[src/rtl/tile_field_pkg.sv]
// Shared definitions for the falling-tile playfield: cell codes, colours,
// FSM encoding and the LFSR step used for tile spawning.
package tile_field_pkg;

  typedef enum logic [1:0] {
    CELL_EMPTY = 2'b00,
    CELL_A     = 2'b01,
    CELL_B     = 2'b10,
    CELL_C     = 2'b11
  } cell_t;

  typedef enum logic [1:0] {
    ST_IDLE,
    ST_SHIFT,
    ST_DRAW,
    ST_DONE
  } state_t;

  localparam logic [15:0] LFSR_MASK = 16'hB400;

  localparam logic [2:0] COLOUR_EMPTY = 3'b000;
  localparam logic [2:0] COLOUR_A     = 3'b010;
  localparam logic [2:0] COLOUR_B     = 3'b100;
  localparam logic [2:0] COLOUR_C     = 3'b011;

  function automatic logic [2:0] cellColour(input cell_t c);
    case (c)
      CELL_A:  return COLOUR_A;
      CELL_B:  return COLOUR_B;
      CELL_C:  return COLOUR_C;
      default: return COLOUR_EMPTY;
    endcase
  endfunction

  // Galois form: shift right, fold the mask back in when a one falls out.
  function automatic logic [15:0] lfsrNext(input logic [15:0] s);
    return s[0] ? ((s >> 1) ^ LFSR_MASK) : (s >> 1);
  endfunction

endpackage

[src/rtl/tile_field_engine_if.sv]
// Pixel plot bus between the playfield engine and the VGA adapter.
interface tile_field_engine_if;
  logic [7:0] plotX;
  logic [6:0] plotY;
  logic [2:0] plotColour;
  logic       plotValid;
  logic       plotReady;

  modport master (output plotX, plotY, plotColour, plotValid, input plotReady);
  modport slave  (input plotX, plotY, plotColour, plotValid, output plotReady);
endinterface

[src/rtl/tile_tick_gen.sv]
// Game tick counter: counts 0..TICK_CYCLES-1 while enabled and pulses on wrap.
module tile_tick_gen #(
  parameter int TICK_CYCLES = 5000000
) (
  input  logic clk,
  input  logic rst_n,
  input  logic enable_i,
  output logic wrap_o
);

  localparam int CW = $clog2(TICK_CYCLES);
  localparam logic [CW-1:0] LAST = CW'(TICK_CYCLES - 1);

  logic [CW-1:0] count_q, count_d;

  always_comb begin
    count_d = count_q;
    if (enable_i) count_d = (count_q == LAST) ? '0 : count_q + CW'(1);
  end

  assign wrap_o = enable_i && (count_q == LAST);

  always_ff @(posedge clk or negedge rst_n) begin
    if (!rst_n) count_q <= '0;
    else        count_q <= count_d;
  end

endmodule

[src/rtl/tile_field_engine.sv]
// Falling-tile playfield: shifts the field down on each game tick, spawns a
// random tile in the top row and streams the whole field out pixel by pixel.
module tile_field_engine
  import tile_field_pkg::*;
#(
  parameter int          COLS        = 14,
  parameter int          ROWS        = 12,
  parameter int          CELL_PX     = 8,
  parameter int          TICK_CYCLES = 5000000,
  parameter logic [15:0] SEED        = 16'hACE1
) (
  input  logic                   clk,
  input  logic                   rst_n,
  input  logic                   enable_i,
  input  logic                   clear_i,
  tile_field_engine_if.master    plot,
  output logic                   busy_o,
  output logic                   frame_done_o,
  output logic [2*COLS-1:0]      bottom_row_o,
  output logic                   bottom_valid_o,
  output logic                   overrun_o
);

  localparam int RW = (ROWS > 1) ? $clog2(ROWS) : 1;
  localparam int CW = (COLS > 1) ? $clog2(COLS) : 1;
  localparam int PW = (CELL_PX > 1) ? $clog2(CELL_PX) : 1;
  localparam logic [RW-1:0] ROW_LAST = RW'(ROWS - 1);
  localparam logic [CW-1:0] COL_LAST = CW'(COLS - 1);
  localparam logic [PW-1:0] PX_LAST  = PW'(CELL_PX - 1);

  state_t                           state_q;
  logic [15:0]                      lfsr_q;
  logic [ROWS-1:0][COLS-1:0][1:0]   field_q;
  logic [COLS-1:0][1:0]             bottomRow_q;
  logic                             tickPend_q, clrPend_q, overrun_q;
  logic                             bottomValid_q, frameDone_q;
  logic [RW-1:0]                    row_q;
  logic [CW-1:0]                    col_q;
  logic [PW-1:0]                    dy_q, dx_q;
  logic [7:0]                       plotX_q;
  logic [6:0]                       plotY_q;
  logic [2:0]                       plotColour_q;
  logic                             plotValid_q;

  logic                             wrap;
  logic [RW-1:0]                    rowN;
  logic [CW-1:0]                    colN;
  logic [PW-1:0]                    dyN, dxN;
  logic                             lastPix;
  logic [CW-1:0]                    spawnCol;
  logic [1:0]                       spawnCell;
  logic [COLS-1:0][1:0]             spawnRow;

  tile_tick_gen #(.TICK_CYCLES(TICK_CYCLES)) u_tick (
    .clk      (clk),
    .rst_n    (rst_n),
    .enable_i (enable_i),
    .wrap_o   (wrap)
  );

  // Raster order: dx fastest, then dy within the cell, then column, then row.
  always_comb begin
    rowN    = row_q;
    colN    = col_q;
    dyN     = dy_q;
    dxN     = dx_q;
    lastPix = 1'b0;
    if (dx_q != PX_LAST) dxN = dx_q + PW'(1);
    else begin
      dxN = '0;
      if (dy_q != PX_LAST) dyN = dy_q + PW'(1);
      else begin
        dyN = '0;
        if (col_q != COL_LAST) colN = col_q + CW'(1);
        else begin
          colN = '0;
          if (row_q != ROW_LAST) rowN = row_q + RW'(1);
          else                   lastPix = 1'b1;
        end
      end
    end
  end

  // A zero colour code would spawn nothing, so it is promoted to CELL_A.
  always_comb begin
    spawnCol  = CW'(lfsr_q[15:8] % 8'(COLS));
    spawnCell = (lfsr_q[1:0] == 2'b00) ? CELL_A : lfsr_q[1:0];
    spawnRow  = '0;
    spawnRow[spawnCol] = spawnCell;
  end

  always_ff @(posedge clk or negedge rst_n) begin
    if (!rst_n) begin
      state_q       <= ST_IDLE;
      lfsr_q        <= SEED;
      field_q       <= '0;
      bottomRow_q   <= '0;
      tickPend_q    <= 1'b0;
      clrPend_q     <= 1'b0;
      overrun_q     <= 1'b0;
      bottomValid_q <= 1'b0;
      frameDone_q   <= 1'b0;
      row_q         <= '0;
      col_q         <= '0;
      dy_q          <= '0;
      dx_q          <= '0;
      plotX_q       <= '0;
      plotY_q       <= '0;
      plotColour_q  <= '0;
      plotValid_q   <= 1'b0;
    end else begin
      lfsr_q        <= lfsrNext(lfsr_q);
      bottomValid_q <= 1'b0;
      frameDone_q   <= 1'b0;
      tickPend_q    <= tickPend_q | wrap;
      if (wrap && tickPend_q) overrun_q <= 1'b1;
      if (clear_i) clrPend_q <= 1'b1;

      case (state_q)
        ST_IDLE: begin
          if (clrPend_q || clear_i) begin
            field_q      <= '0;
            overrun_q    <= 1'b0;
            tickPend_q   <= 1'b0;
            clrPend_q    <= 1'b0;
            row_q        <= '0;
            col_q        <= '0;
            dy_q         <= '0;
            dx_q         <= '0;
            plotX_q      <= '0;
            plotY_q      <= '0;
            plotColour_q <= COLOUR_EMPTY;
            plotValid_q  <= 1'b1;
            state_q      <= ST_DRAW;
          end else if (tickPend_q || wrap) begin
            tickPend_q <= 1'b0;
            state_q    <= ST_SHIFT;
          end
        end

        ST_SHIFT: begin
          for (int r = ROWS - 1; r > 0; r--) field_q[r] <= field_q[r-1];
          field_q[0]    <= spawnRow;
          bottomRow_q   <= field_q[ROWS-1];
          bottomValid_q <= 1'b1;
          tickPend_q    <= wrap;
          row_q         <= '0;
          col_q         <= '0;
          dy_q          <= '0;
          dx_q          <= '0;
          plotX_q       <= '0;
          plotY_q       <= '0;
          plotColour_q  <= cellColour(cell_t'(spawnRow[0]));
          plotValid_q   <= 1'b1;
          state_q       <= ST_DRAW;
        end

        // The field is frozen here, so it doubles as the frame snapshot.
        ST_DRAW: begin
          if (plotValid_q && plot.plotReady) begin
            if (lastPix) begin
              plotValid_q <= 1'b0;
              frameDone_q <= 1'b1;
              state_q     <= ST_DONE;
            end else begin
              row_q        <= rowN;
              col_q        <= colN;
              dy_q         <= dyN;
              dx_q         <= dxN;
              plotX_q      <= 8'(colN) * 8'(CELL_PX) + 8'(dxN);
              plotY_q      <= 7'(rowN) * 7'(CELL_PX) + 7'(dyN);
              plotColour_q <= cellColour(cell_t'(field_q[rowN][colN]));
            end
          end
        end

        default: state_q <= ST_IDLE;
      endcase
    end
  end

  assign plot.plotX      = plotX_q;
  assign plot.plotY      = plotY_q;
  assign plot.plotColour = plotColour_q;
  assign plot.plotValid  = plotValid_q;
  assign busy_o          = (state_q != ST_IDLE);
  assign frame_done_o    = frameDone_q;
  assign bottom_row_o    = bottomRow_q;
  assign bottom_valid_o  = bottomValid_q;
  assign overrun_o       = overrun_q;

endmodule

[src/flat_wrapper.sv]
// flat-port wrapper written by rule: the top's interface ports become plain ports
module tile_field_engine_flat import tile_field_pkg::*;
#(
  parameter int          COLS        = 14,
  parameter int          ROWS        = 12,
  parameter int          CELL_PX     = 8,
  parameter int          TICK_CYCLES = 5000000,
  parameter logic [15:0] SEED        = 16'hACE1
)
  (clk, rst_n, enable_i, clear_i, busy_o, frame_done_o, bottom_row_o, bottom_valid_o, overrun_o, plot_plotX, plot_plotY, plot_plotColour, plot_plotValid, plot_plotReady);
  tile_field_engine_if plot_i ();
  input  logic clk;
  input  logic rst_n;
  input  logic enable_i;
  input  logic clear_i;
  output logic busy_o;
  output logic frame_done_o;
  output logic [2*COLS-1:0] bottom_row_o;
  output logic bottom_valid_o;
  output logic overrun_o;
  output wire logic [$bits(plot_i.plotX)-1:0] plot_plotX;
  output wire logic [$bits(plot_i.plotY)-1:0] plot_plotY;
  output wire logic [$bits(plot_i.plotColour)-1:0] plot_plotColour;
  output wire logic [$bits(plot_i.plotValid)-1:0] plot_plotValid;
  input wire logic [$bits(plot_i.plotReady)-1:0] plot_plotReady;
  assign plot_plotX = plot_i.plotX;
  assign plot_plotY = plot_i.plotY;
  assign plot_plotColour = plot_i.plotColour;
  assign plot_plotValid = plot_i.plotValid;
  assign plot_i.plotReady = plot_plotReady;
  tile_field_engine #(.COLS(COLS), .ROWS(ROWS), .CELL_PX(CELL_PX), .TICK_CYCLES(TICK_CYCLES), .SEED(SEED)) u_core (.clk(clk), .rst_n(rst_n), .enable_i(enable_i), .clear_i(clear_i), .plot(plot_i), .busy_o(busy_o), .frame_done_o(frame_done_o), .bottom_row_o(bottom_row_o), .bottom_valid_o(bottom_valid_o), .overrun_o(overrun_o));
endmodule
[config.mk]
export PLATFORM = sky130hd
export DESIGN_NAME = tile_field_engine_flat
export DESIGN_NICKNAME = d
export VERILOG_FILES = /design/src/rtl/tile_field_pkg.sv /design/src/rtl/tile_field_engine_if.sv /design/src/rtl/tile_tick_gen.sv /design/src/rtl/tile_field_engine.sv /design/src/flat_wrapper.sv
export SDC_FILE = /design/constraint.sdc
export NUM_CORES = 1
export LEC_CHECK = 0
export ABC_CLOCK_PERIOD_IN_PS = 4580
export BUFFER_PORTS_ARGS = -buffer_cell sky130_fd_sc_hd__buf_4
export CAP_MARGIN = 10
export CELL_PAD_IN_SITES_DETAIL_PLACEMENT = 0
export CELL_PAD_IN_SITES_GLOBAL_PLACEMENT = 1
export CORE_MARGIN = 2
export CORE_UTILIZATION = 45
export CTS_BUF_LIST = sky130_fd_sc_hd__clkbuf_16
export DETAILED_ROUTE_END_ITERATION = 8
export HOLD_SLACK_MARGIN = 0.15
export PLACE_DENSITY = 0.79
export RECOVER_POWER = 50
export SETUP_SLACK_MARGIN = 0.02
export SLEW_MARGIN = 20
export SYNTH_ARGS = -nofsm -noshare
export SYNTH_HDL_FRONTEND = slang
export SYNTH_SLANG_ARGS = --single-unit
[constraint.sdc]
create_clock -name clk -period 4.58 [get_ports clk]
set_input_delay 0.687 -clock clk [delete_from_list [all_inputs] [get_ports clk]]
set_output_delay 0.687 -clock clk [all_outputs]
set_load 0.01 [all_outputs]
==> impl_metrics.toml <==
[floorplan]
core_sq_um = 43900
initial_core_util_pct = 45.2
fp.dieW_um = 214
io_pins = 56
die_height_um = 214
die-area_sq_um = 45900
num_rows = 77

[grt]
grt_use_total_pct = 23.3
grt_pass1_vias = 14505
gr-total-overflow = 0
grt_pass1_wl_um = 85600
grt_max_degree = 162
antenna_found_initial = 0

[clocking]
cts_buffers = 47
cts.sinks = 428
htree_levels = 2
clock_latency_ps = 580
cts-root-buf = "clkbuf_16"
ctsLongestPathBuffers = 3
path_clk_slew_ps = 60
cts_tree = "built"

[logic_synthesis]
synthDistinctLibCells = 85
synth_nets = 1789
synth.area.mux_share_pct = 6.12
synth-simple-area-share_pct = 11.4
postSynth.asyncResetShare_pct = 100
yosys_warnings = 0
synth_fa_ha_area_share_pct = 0.869
synth_xor_area_share_pct = 1.10
yosysSeqAreaShare_pct = 53.9
synth_seq_cells = 428
synth_top_family_by_area = "compound AO/OA/AOI/OAI gates"
syn_avg_cell_area_sq_um = 11.2
synth_edf_count = 0
synth_flop_cell = "dfrtp_1"
synth_compound_area_share_pct = 22.9
syn-cell-area_sq_um = 19900
synthCells = 1771

[setup_path]
crit_path_end_kind = "flip-flop"
cp_num_buf_inv = 1
cp.arrival_ps = 4670
crit_path_end = "u_core.plot.plotColour[0]$_DFFE_PN0P_"
r2r-start = "u_core.dx_q[0]$_DFFE_PN0P_"
ff2ff_path_depth = 13
crit_path_max_incr_delay_ps = 680
worstPathRequired_ps = 5070
cpMaxStageDelayCell = "and2_2"
critical_path.top_delay_family = "compound AO/OA/AOI/OAI gates"
r2r_slack_ps = 390
path_class = "flip-flop to flip-flop"
crit_start = "u_core.dx_q[0]$_DFFE_PN0P_"
crit_fanout = 28
path_cells = "ha_1 -> ha_1 -> nand2_2 -> o31ai_4 -> and2_2 -> buf_12 -> nand2_1 -> a311o_1 -> a311o_1 -> o211ai_1 -> o211ai_1 -> a22o_1 -> o221ai_1"
start_kind = "flip-flop"
path_depth = 13
reg2reg_to = "u_core.plot.plotColour[0]$_DFFE_PN0P_"

[placed_design]
dp_cells = 2319
dpl_worst_slack_ps = 419
dp_hpwl_um = 34600
placed_area_sq_um = 20900
port-buffer-count = 54
gp_congestion = 0.855

[finish]
mostFrequentLayoutCells = "dfrtp_1, a22o_1, nand2_1, buf_4, nand3_1"
fin_util_pct = 50.8
final_common_cell = "dfrtp_1"
syn_to_final_growth_pct = 12.3
nets = 1795
final_cell_count_no_fill = 2405
drive_gt1_share_pct = 14.0
diodes = 0
fin_area_sq_um = 22300

[timing]
finalMaxSlewViolations = 398
post-route-min-period_ps = 4190
skew_ps = 17.6
slew_headroom_pct = -35.3
fin_crit_sh_pct = 91.4
setup_viol = 0
fin_setup_tns_ps = 0
fin_ws_ps = 393
max_freq_mhz = 239
rsz0062_at_grt = "no"
holdWs_ps = 342
worst_slew_pin_slew_ps = 2030
hold_viol = 0

[hold_path]
hold_path_class = "input pin to flip-flop"
hp-start = "enable_i"

[power]
power_density_nw_per_um2 = 375
peakVddDrop_v = 0.000239
power_leakage_nw = 10.2
p_total_mw = 8.37

[job]
drv_cap = 4

[detailed_routing]
num_vias = 14921
wirelength_um = 53600
drc = 0
drt_iter0_drc = 1611
dr.pass1.iters = 5
detail-route-antenna-nets = 0
wl_per_cell_um = 22.3
avgViaCountPerCell = 6.20

[outcome]
violations = "max-capacitance violations, max-slew violations"
outcome = "complete, but fails checks"
## metal layers
metal / global-route usage (%) / routed length, um / share of wire, % / vias to the layer above
met4: 7.94 / 1720 / 3.2 / 0
met1: 33.8 / 24000 / 45 / 7582
li1: - / - / - / 6726
met5: 0 / 0 / 0 / -
met3: 4.44 / 3360 / 6.3 / 96
met2: 35.4 / 24500 / 46 / 517
## sequential cells by signal (all words and copies together), names as in the netlist, 3 cells and up
| signal | cells |
|---|---|
| u_core.bottom_row_o | 28 |
| u_core.lfsr_q | 16 |
| u_core.field_q | 336 |
| u_core.col_q | 3 |
| u_core.plot.plotY | 7 |
| u_core.plot.plotColour | 3 |
| u_core.u_tick.count_q | 23 |
## where the power goes
part | switching [mW] | leakage (nW) | internal [mW]
Clock | 1.54 | 0.740 | 2.09
Combinational | 0.568 | 3.53 | 0.279
Sequential | 0.0649 | 5.89 | 3.84
Total | 2.17 | 10.2 | 6.20
## cells by family after synthesis
family	Yosys count
XOR/XNOR	25
flip-flops	428
AND/OR/NAND/NOR	473
buffers and inverters	171
multiplexers	93
AO/OA/AOI/OAI	566
adder cells (fa/ha/maj)	14
other	1
## layout make-up
type	count	area [sq um]
Clock buffer	47	1180
Sequential cell	428	10700
Tap cell	592	741
Fill cell	3892	21600
Inverter	22	82.6
Timing Repair Buffer	106	878
Multi-Input combinational cell	1172	8450
Clock inverter	38	282
## how the worst min path moves through the flow
stage               cells after the start  slack, ps                              endpoint
global route                            2        350  u_core.u_tick.count_q[0]$_DFFE_PN0P_
global placement                        0        330            u_core.lfsr_q[1]$_DFF_PN0_
finish                                  2        340  u_core.u_tick.count_q[0]$_DFFE_PN0P_
CTS                                     2        310  u_core.u_tick.count_q[0]$_DFFE_PN0P_
floorplan                               0        330            u_core.lfsr_q[1]$_DFF_PN0_
detailed placement                      0        340            u_core.lfsr_q[2]$_DFF_PN0_
## what timing repair did
| action | CTS | global route |
|---|---|---|
| setup endpoints to repair | 0 | 0 |
| hold endpoints to repair | 20 | 0 |
| buffers inserted | 0 | 0 |
| resized for setup | 0 | 0 |
| hold buffers | 1 | 0 |
## synthesized netlist by cell type, types with 21 or more instances
| master | count | area, sq um |
|---|---|---|
| a22o_1 | 325 | 2850 |
| clkbuf_1 | 89 | 334 |
| dfrtp_1 | 420 | 10500 |
| o21ai_0 | 43 | 215 |
| a21oi_1 | 43 | 215 |
| a211oi_1 | 28 | 210 |
| nand2_1 | 238 | 893 |
| mux2i_1 | 44 | 440 |
| nand3_1 | 57 | 285 |
| mux2_2 | 29 | 327 |
| and3_1 | 44 | 275 |
| nor2_1 | 42 | 158 |
| nand4_1 | 23 | 144 |
| buf_2 | 39 | 195 |
| inv_1 | 21 | 78.8 |
(Power assumes the default switching activity.)
